===== config.mk =====
export PLATFORM = sky130hd
export DESIGN_NAME = id_ex_stage
export DESIGN_NICKNAME = d
export VERILOG_FILES = /design/src/rtl/id_ex_stage.sv
export SDC_FILE = /design/constraint.sdc
export NUM_CORES = 2
export LEC_CHECK = 0
export CAP_MARGIN = 40
export CORE_MARGIN = 8
export CORE_UTILIZATION = 41
export CTS_CLUSTER_DIAMETER = 100
export DETAILED_ROUTE_END_ITERATION = 10
export REMOVE_ABC_BUFFERS = 1
export SKIP_LAST_GASP = 1
export SLEW_MARGIN = 20
export SYNTH_ARGS = -nofsm -noshare
export SYNTH_HDL_FRONTEND = slang
export SYNTH_SLANG_ARGS = --single-unit

===== constraint.sdc =====
create_clock -name clk -period 41.7 [get_ports clk]
set_clock_uncertainty 0.1 [all_clocks]
set_input_delay 4.17 -clock clk [delete_from_list [all_inputs] [get_ports clk]]
set_output_delay 4.17 -clock clk [all_outputs]
set_load 0.05 [all_outputs]

===== src/rtl/id_ex_stage.sv =====
// Decode stage and ID/EX pipeline latch: register file with write-through bypass,
// load-use hazard detection, immediate extension and the registered EX-side fields.
module id_ex_stage #(
  parameter int len_data      = 32,
  parameter int len_reg_addr  = 5,
  parameter int len_ctrl      = 10,
  parameter int ctrl_mem_read = 3,
  parameter int ctrl_zext     = 4
) (
  input  logic                    clk,
  input  logic                    reset,
  input  logic [len_data-1:0]     in_instruction,
  input  logic [len_data-1:0]     in_pc,
  input  logic [len_ctrl-1:0]     in_ctrl,
  input  logic                    in_flush,
  input  logic                    in_wb_we,
  input  logic [len_reg_addr-1:0] in_wb_addr,
  input  logic [len_data-1:0]     in_wb_data,
  input  logic [len_reg_addr-1:0] in_debug_addr,
  output logic                    out_stall_flag,
  output logic [len_data-1:0]     out_rs_data,
  output logic [len_data-1:0]     out_rt_data,
  output logic [len_data-1:0]     out_imm,
  output logic [len_reg_addr-1:0] out_rs,
  output logic [len_reg_addr-1:0] out_rt,
  output logic [len_reg_addr-1:0] out_rd,
  output logic [len_ctrl-1:0]     out_ctrl,
  output logic [len_data-1:0]     out_pc,
  output logic                    out_halt_flag_id,
  output logic [len_data-1:0]     out_debug_data
);

  localparam int NREG = 2 ** len_reg_addr;

  logic [len_data-1:0]     r_regs [NREG];
  logic [len_reg_addr-1:0] w_rs_addr;
  logic [len_reg_addr-1:0] w_rt_addr;
  logic [len_reg_addr-1:0] w_rd_addr;
  logic [len_data-1:0]     w_rs_data;
  logic [len_data-1:0]     w_rt_data;
  logic [len_data-1:0]     w_imm;
  logic                    w_hazard;
  logic                    w_halt;
  logic                    w_wb_valid;

  assign w_rs_addr  = in_instruction[21 +: len_reg_addr];
  assign w_rt_addr  = in_instruction[16 +: len_reg_addr];
  assign w_rd_addr  = in_instruction[11 +: len_reg_addr];
  assign w_halt     = (in_instruction[31:26] == 6'b111111);
  assign w_wb_valid = in_wb_we && (in_wb_addr != '0);

  // Reads see a same-cycle writeback so WB->ID needs no extra forwarding path.
  assign w_rs_data = (w_rs_addr == '0) ? '0 :
                     (w_wb_valid && in_wb_addr == w_rs_addr) ? in_wb_data : r_regs[w_rs_addr];
  assign w_rt_data = (w_rt_addr == '0) ? '0 :
                     (w_wb_valid && in_wb_addr == w_rt_addr) ? in_wb_data : r_regs[w_rt_addr];
  assign out_debug_data = (in_debug_addr == '0) ? '0 :
                          (w_wb_valid && in_wb_addr == in_debug_addr) ? in_wb_data
                                                                      : r_regs[in_debug_addr];

  assign w_imm = in_ctrl[ctrl_zext] ? {{(len_data-16){1'b0}}, in_instruction[15:0]}
                                    : {{(len_data-16){in_instruction[15]}}, in_instruction[15:0]};

  assign w_hazard = out_ctrl[ctrl_mem_read] && (out_rt != '0) &&
                    ((out_rt == w_rs_addr) || (out_rt == w_rt_addr));
  assign out_stall_flag = w_hazard && !in_flush;

  always_ff @(posedge clk or posedge reset) begin
    if (reset) begin
      for (int unsigned i = 0; i < NREG; i++) r_regs[i] <= '0;
    end else if (w_wb_valid) begin
      r_regs[in_wb_addr] <= in_wb_data;
    end
  end

  // Flush and stall both inject a bubble; only the normal path updates the data fields.
  always_ff @(posedge clk or posedge reset) begin
    if (reset) begin
      out_rs_data      <= '0;
      out_rt_data      <= '0;
      out_imm          <= '0;
      out_rs           <= '0;
      out_rt           <= '0;
      out_rd           <= '0;
      out_ctrl         <= '0;
      out_pc           <= '0;
      out_halt_flag_id <= 1'b0;
    end else if (in_flush || w_hazard) begin
      out_ctrl         <= '0;
      out_halt_flag_id <= 1'b0;
    end else begin
      out_rs_data      <= w_rs_data;
      out_rt_data      <= w_rt_data;
      out_imm          <= w_imm;
      out_rs           <= w_rs_addr;
      out_rt           <= w_rt_addr;
      out_rd           <= w_rd_addr;
      out_ctrl         <= in_ctrl;
      out_pc           <= in_pc;
      out_halt_flag_id <= w_halt;
    end
  end

endmodule


==> flow_summary.ini <==
[clock_network]
hold_buffers = 0
cts_tree = built
cts_htree_levels = 4
cts_made_buffers = 139
clk_pin_slew_ps = 60
post_cts_resized = 0
insertion_delay_ps = 800
clockBufferDepth = 3
clockRootBuffer = clkbuf_16
postCtsSetupBuffers = 0
clkSinkCount = 1158

[synth]
syn_area_per_cell_um2 = 14.0
async_flop_share_pct = 100
synth_common_cells = dfrtp_1 (1158), mux2_2 (1111), mux4_2 (630)
synth.top_cell.area_share_pct = 42.0
synth_cell_types = 58
synth_edf_count = 0
yosys.area.top_type = dfrtp_1
syn_inst = 4926
yosysWarnings = 0
synth_area_mm2 = 0.0691
yosysMostFrequentCell = dfrtp_1
ys.flop_type = dfrtp_1
synth.yosys.seq_area_share_pct = 42.0
ys_seq_elements = 1158
ys_top_cells_by_area = dfrtp_1 (42%), mux4_2 (21%), mux2_2 (18%)

[sta]
finalHoldViolCount = 0
min_period_ps = 13120
hold_ws_ps = 316
rsz0062_at_grt = no
worstMarginPinSlew_ps = 980
drv_slew = 0
layout_setup_ws_ps = 28580
tns_ps = 0
setup_viol = 0
max-slew-margin-rel_pct = 34.7
finalCritPeriodShare_pct = 31.5
fmax_ghz = 0.0762

[routing]
drcViolationCount = 0
firstDrtPassIters = 5
wire_per_inst_um = 34.1
via_count = 48500
drt-total-wl_mm = 249
drt-initial-drc-count = 5131
post_drt_via_cell_ratio = 6.63
ant_nets = 0

[cells_and_area]
fin_area_mm2 = 0.0794
nNetsFinal = 5112
final_util_pct = 47.5
filler_cell_count = 14400
layout.cells.non_filler = 7309
final_layout_size_suffix_gt1_share_pct = 44.9
syn_to_final_growth_pct = 15.0

[hold_path]
min-delay-path-class = reg -> reg

[place]
portBuffers = 306
dp_slack_ps = 28610
dpl.cell_count = 7042
placed_area_mm2 = 0.0746
hpwl_mm = 149
place.gp.congestion = 0.835

[power]
p_leak_nw = 33.3
power.density_mw_per_mm2 = 46.6
power_mw = 3.71
ir_worst_vdd_uv = 37.8

[floorplan]
rows = 150
fp.dieArea_mm2 = 0.182
die_w_um = 426
die_h_um = 426
ios = 307
core_mm2 = 0.167
start_util_pct = 41.3

[setup_path]
cp_max_fo = 78
worstSetupPathType = in -> out
critPathMostFrequentCell = buf_4
arrival_ps = 8850
crit_slowest_cell = clkdlybuf4s50_1
worstSetupStartpointType = input port
worstPathRequired_ps = 37430
critPathCaptureType = output port
worstPathCellList = buf_8 -> buf_4 -> buf_4 -> or2_2 -> nor4_2 -> buf_4 -> nor3_2 -> buf_4 -> o211ai_1 -> nand2_1 -> clkdlybuf4s50_1
cpPeakStageDelay_ps = 850

[grt]
antenna_found_initial = 4
grt_usage_pct = 27.1
gr-total-overflow = 0
grt_pass1_wl_mm = 364
grt_pass1_vias = 49300
grt_max_degree = 95

[flow_run]
drv_cap = 0

[run_status]
outcome = finished, final reports clean
report_power, final:
part           total (mW)  switching (mW)  internal, mW
clock                1.22           0.513         0.710
combinational       0.953           0.438         0.515
sequential           1.53           0.199          1.33
total                3.71            1.15          2.56
layout make-up:
type                       count  area [µm²]  area share (%)
tap                         2204        2760            3.47
multi-input combinational   3164       37600            47.3
clock inverter                45         513           0.646
timing repair buffer         513        5500            6.93
antenna                        1        2.50         0.00315
clock buffer                 208        4030            5.07
inverter                      16        70.1          0.0882
sequential                  1158       29000            36.5
cell families after synthesis:
logic type	count (synthesis)	share of synthesized area [%]
muxes	2118	44.2
and+or+nand+nor	460	2.85
buffers and inverters	604	4.00
xor gates and xnor gates	25	0.317
DFF	1158	42.0
AOI/OAI and AO/OA	561	6.70
worst paths after layout:
check	from	endpoint	slack, ps	depth (start not counted)
worst max-delay path	in_debug_addr[1]	out_debug_data[23]	28580	11
max in group asynchronous	reset	r_regs[676]$_DFFE_PP0P_	34110	12
min in group asynchronous	reset	r_regs[629]$_DFFE_PP0P_	3700	2
worst min register to register	r_regs[1012]$_DFFE_PP0P_	r_regs[1012]$_DFFE_PP0P_	320	0
worst min-delay path	r_regs[1012]$_DFFE_PP0P_	r_regs[1012]$_DFFE_PP0P_	320	0
worst max register to register	out_rt[4]$_DFFE_PP0N_	out_pc[10]$_DFFE_PP0N_	37720	7
flip-flops by register name, indices dropped and copies added (netlist names):
register          count
out_ctrl             10
out_halt_flag_id      1
out_imm              17
out_rs_data          32
out_pc               32
out_rt_data          32
out_rs                5
r_regs             1024
out_rt                5
cell usage in the layout, fill, tap and decap left out, types with 5 or more instances in the layout:
| cell | instances |
|---|---|
| clkinv_8 | 5 |
| o221ai_2 | 60 |
| mux2_2 | 1111 |
| a211oi_1 | 76 |
| and2_1 | 8 |
| buf_12 | 15 |
| nand2_1 | 302 |
| a22oi_1 | 29 |
| buf_16 | 32 |
| mux2i_1 | 348 |
| o22ai_1 | 68 |
| mux4_2 | 630 |
| inv_1 | 14 |
| a21oi_1 | 20 |
| a221o_1 | 12 |
| xor2_1 | 5 |
| nor2b_1 | 11 |
| clkbuf_16 | 140 |
| clkdlybuf4s50_1 | 291 |
| inv_6 | 8 |
| nor2_1 | 24 |
| a211o_1 | 5 |
| nor3_1 | 15 |
| bufinv_16 | 6 |
| o221ai_1 | 68 |
| nand2_2 | 15 |
| buf_4 | 157 |
| nor2_4 | 14 |
| clkinv_2 | 18 |
| a221oi_1 | 81 |
| xnor2_1 | 20 |
| clkbuf_8 | 29 |
| o21ai_0 | 57 |
| mux2_1 | 29 |
| nand3_1 | 20 |
| o211ai_1 | 5 |
| a21o_1 | 60 |
| buf_8 | 11 |
| dfrtp_1 | 1158 |
| clkbuf_1 | 41 |
worst max-delay path: cells and delay by family:
family / cells / cell delay [ps]
AND/OR/NAND/NOR: 4 / 630
buffers and inverters: 6 / 3590
AO/OA/AOI/OAI: 1 / 220
layer usage:
layer	routed length (µm)	up-vias	global-route usage, %
li1	-	19400	-
met1	101000	26000	36.5
met2	116000	2465	42.3
met3	20700	606	5.87
met4	11900	0	11.8
met5	0	-	0
Note: power is estimated with default switching activity, not from simulation.
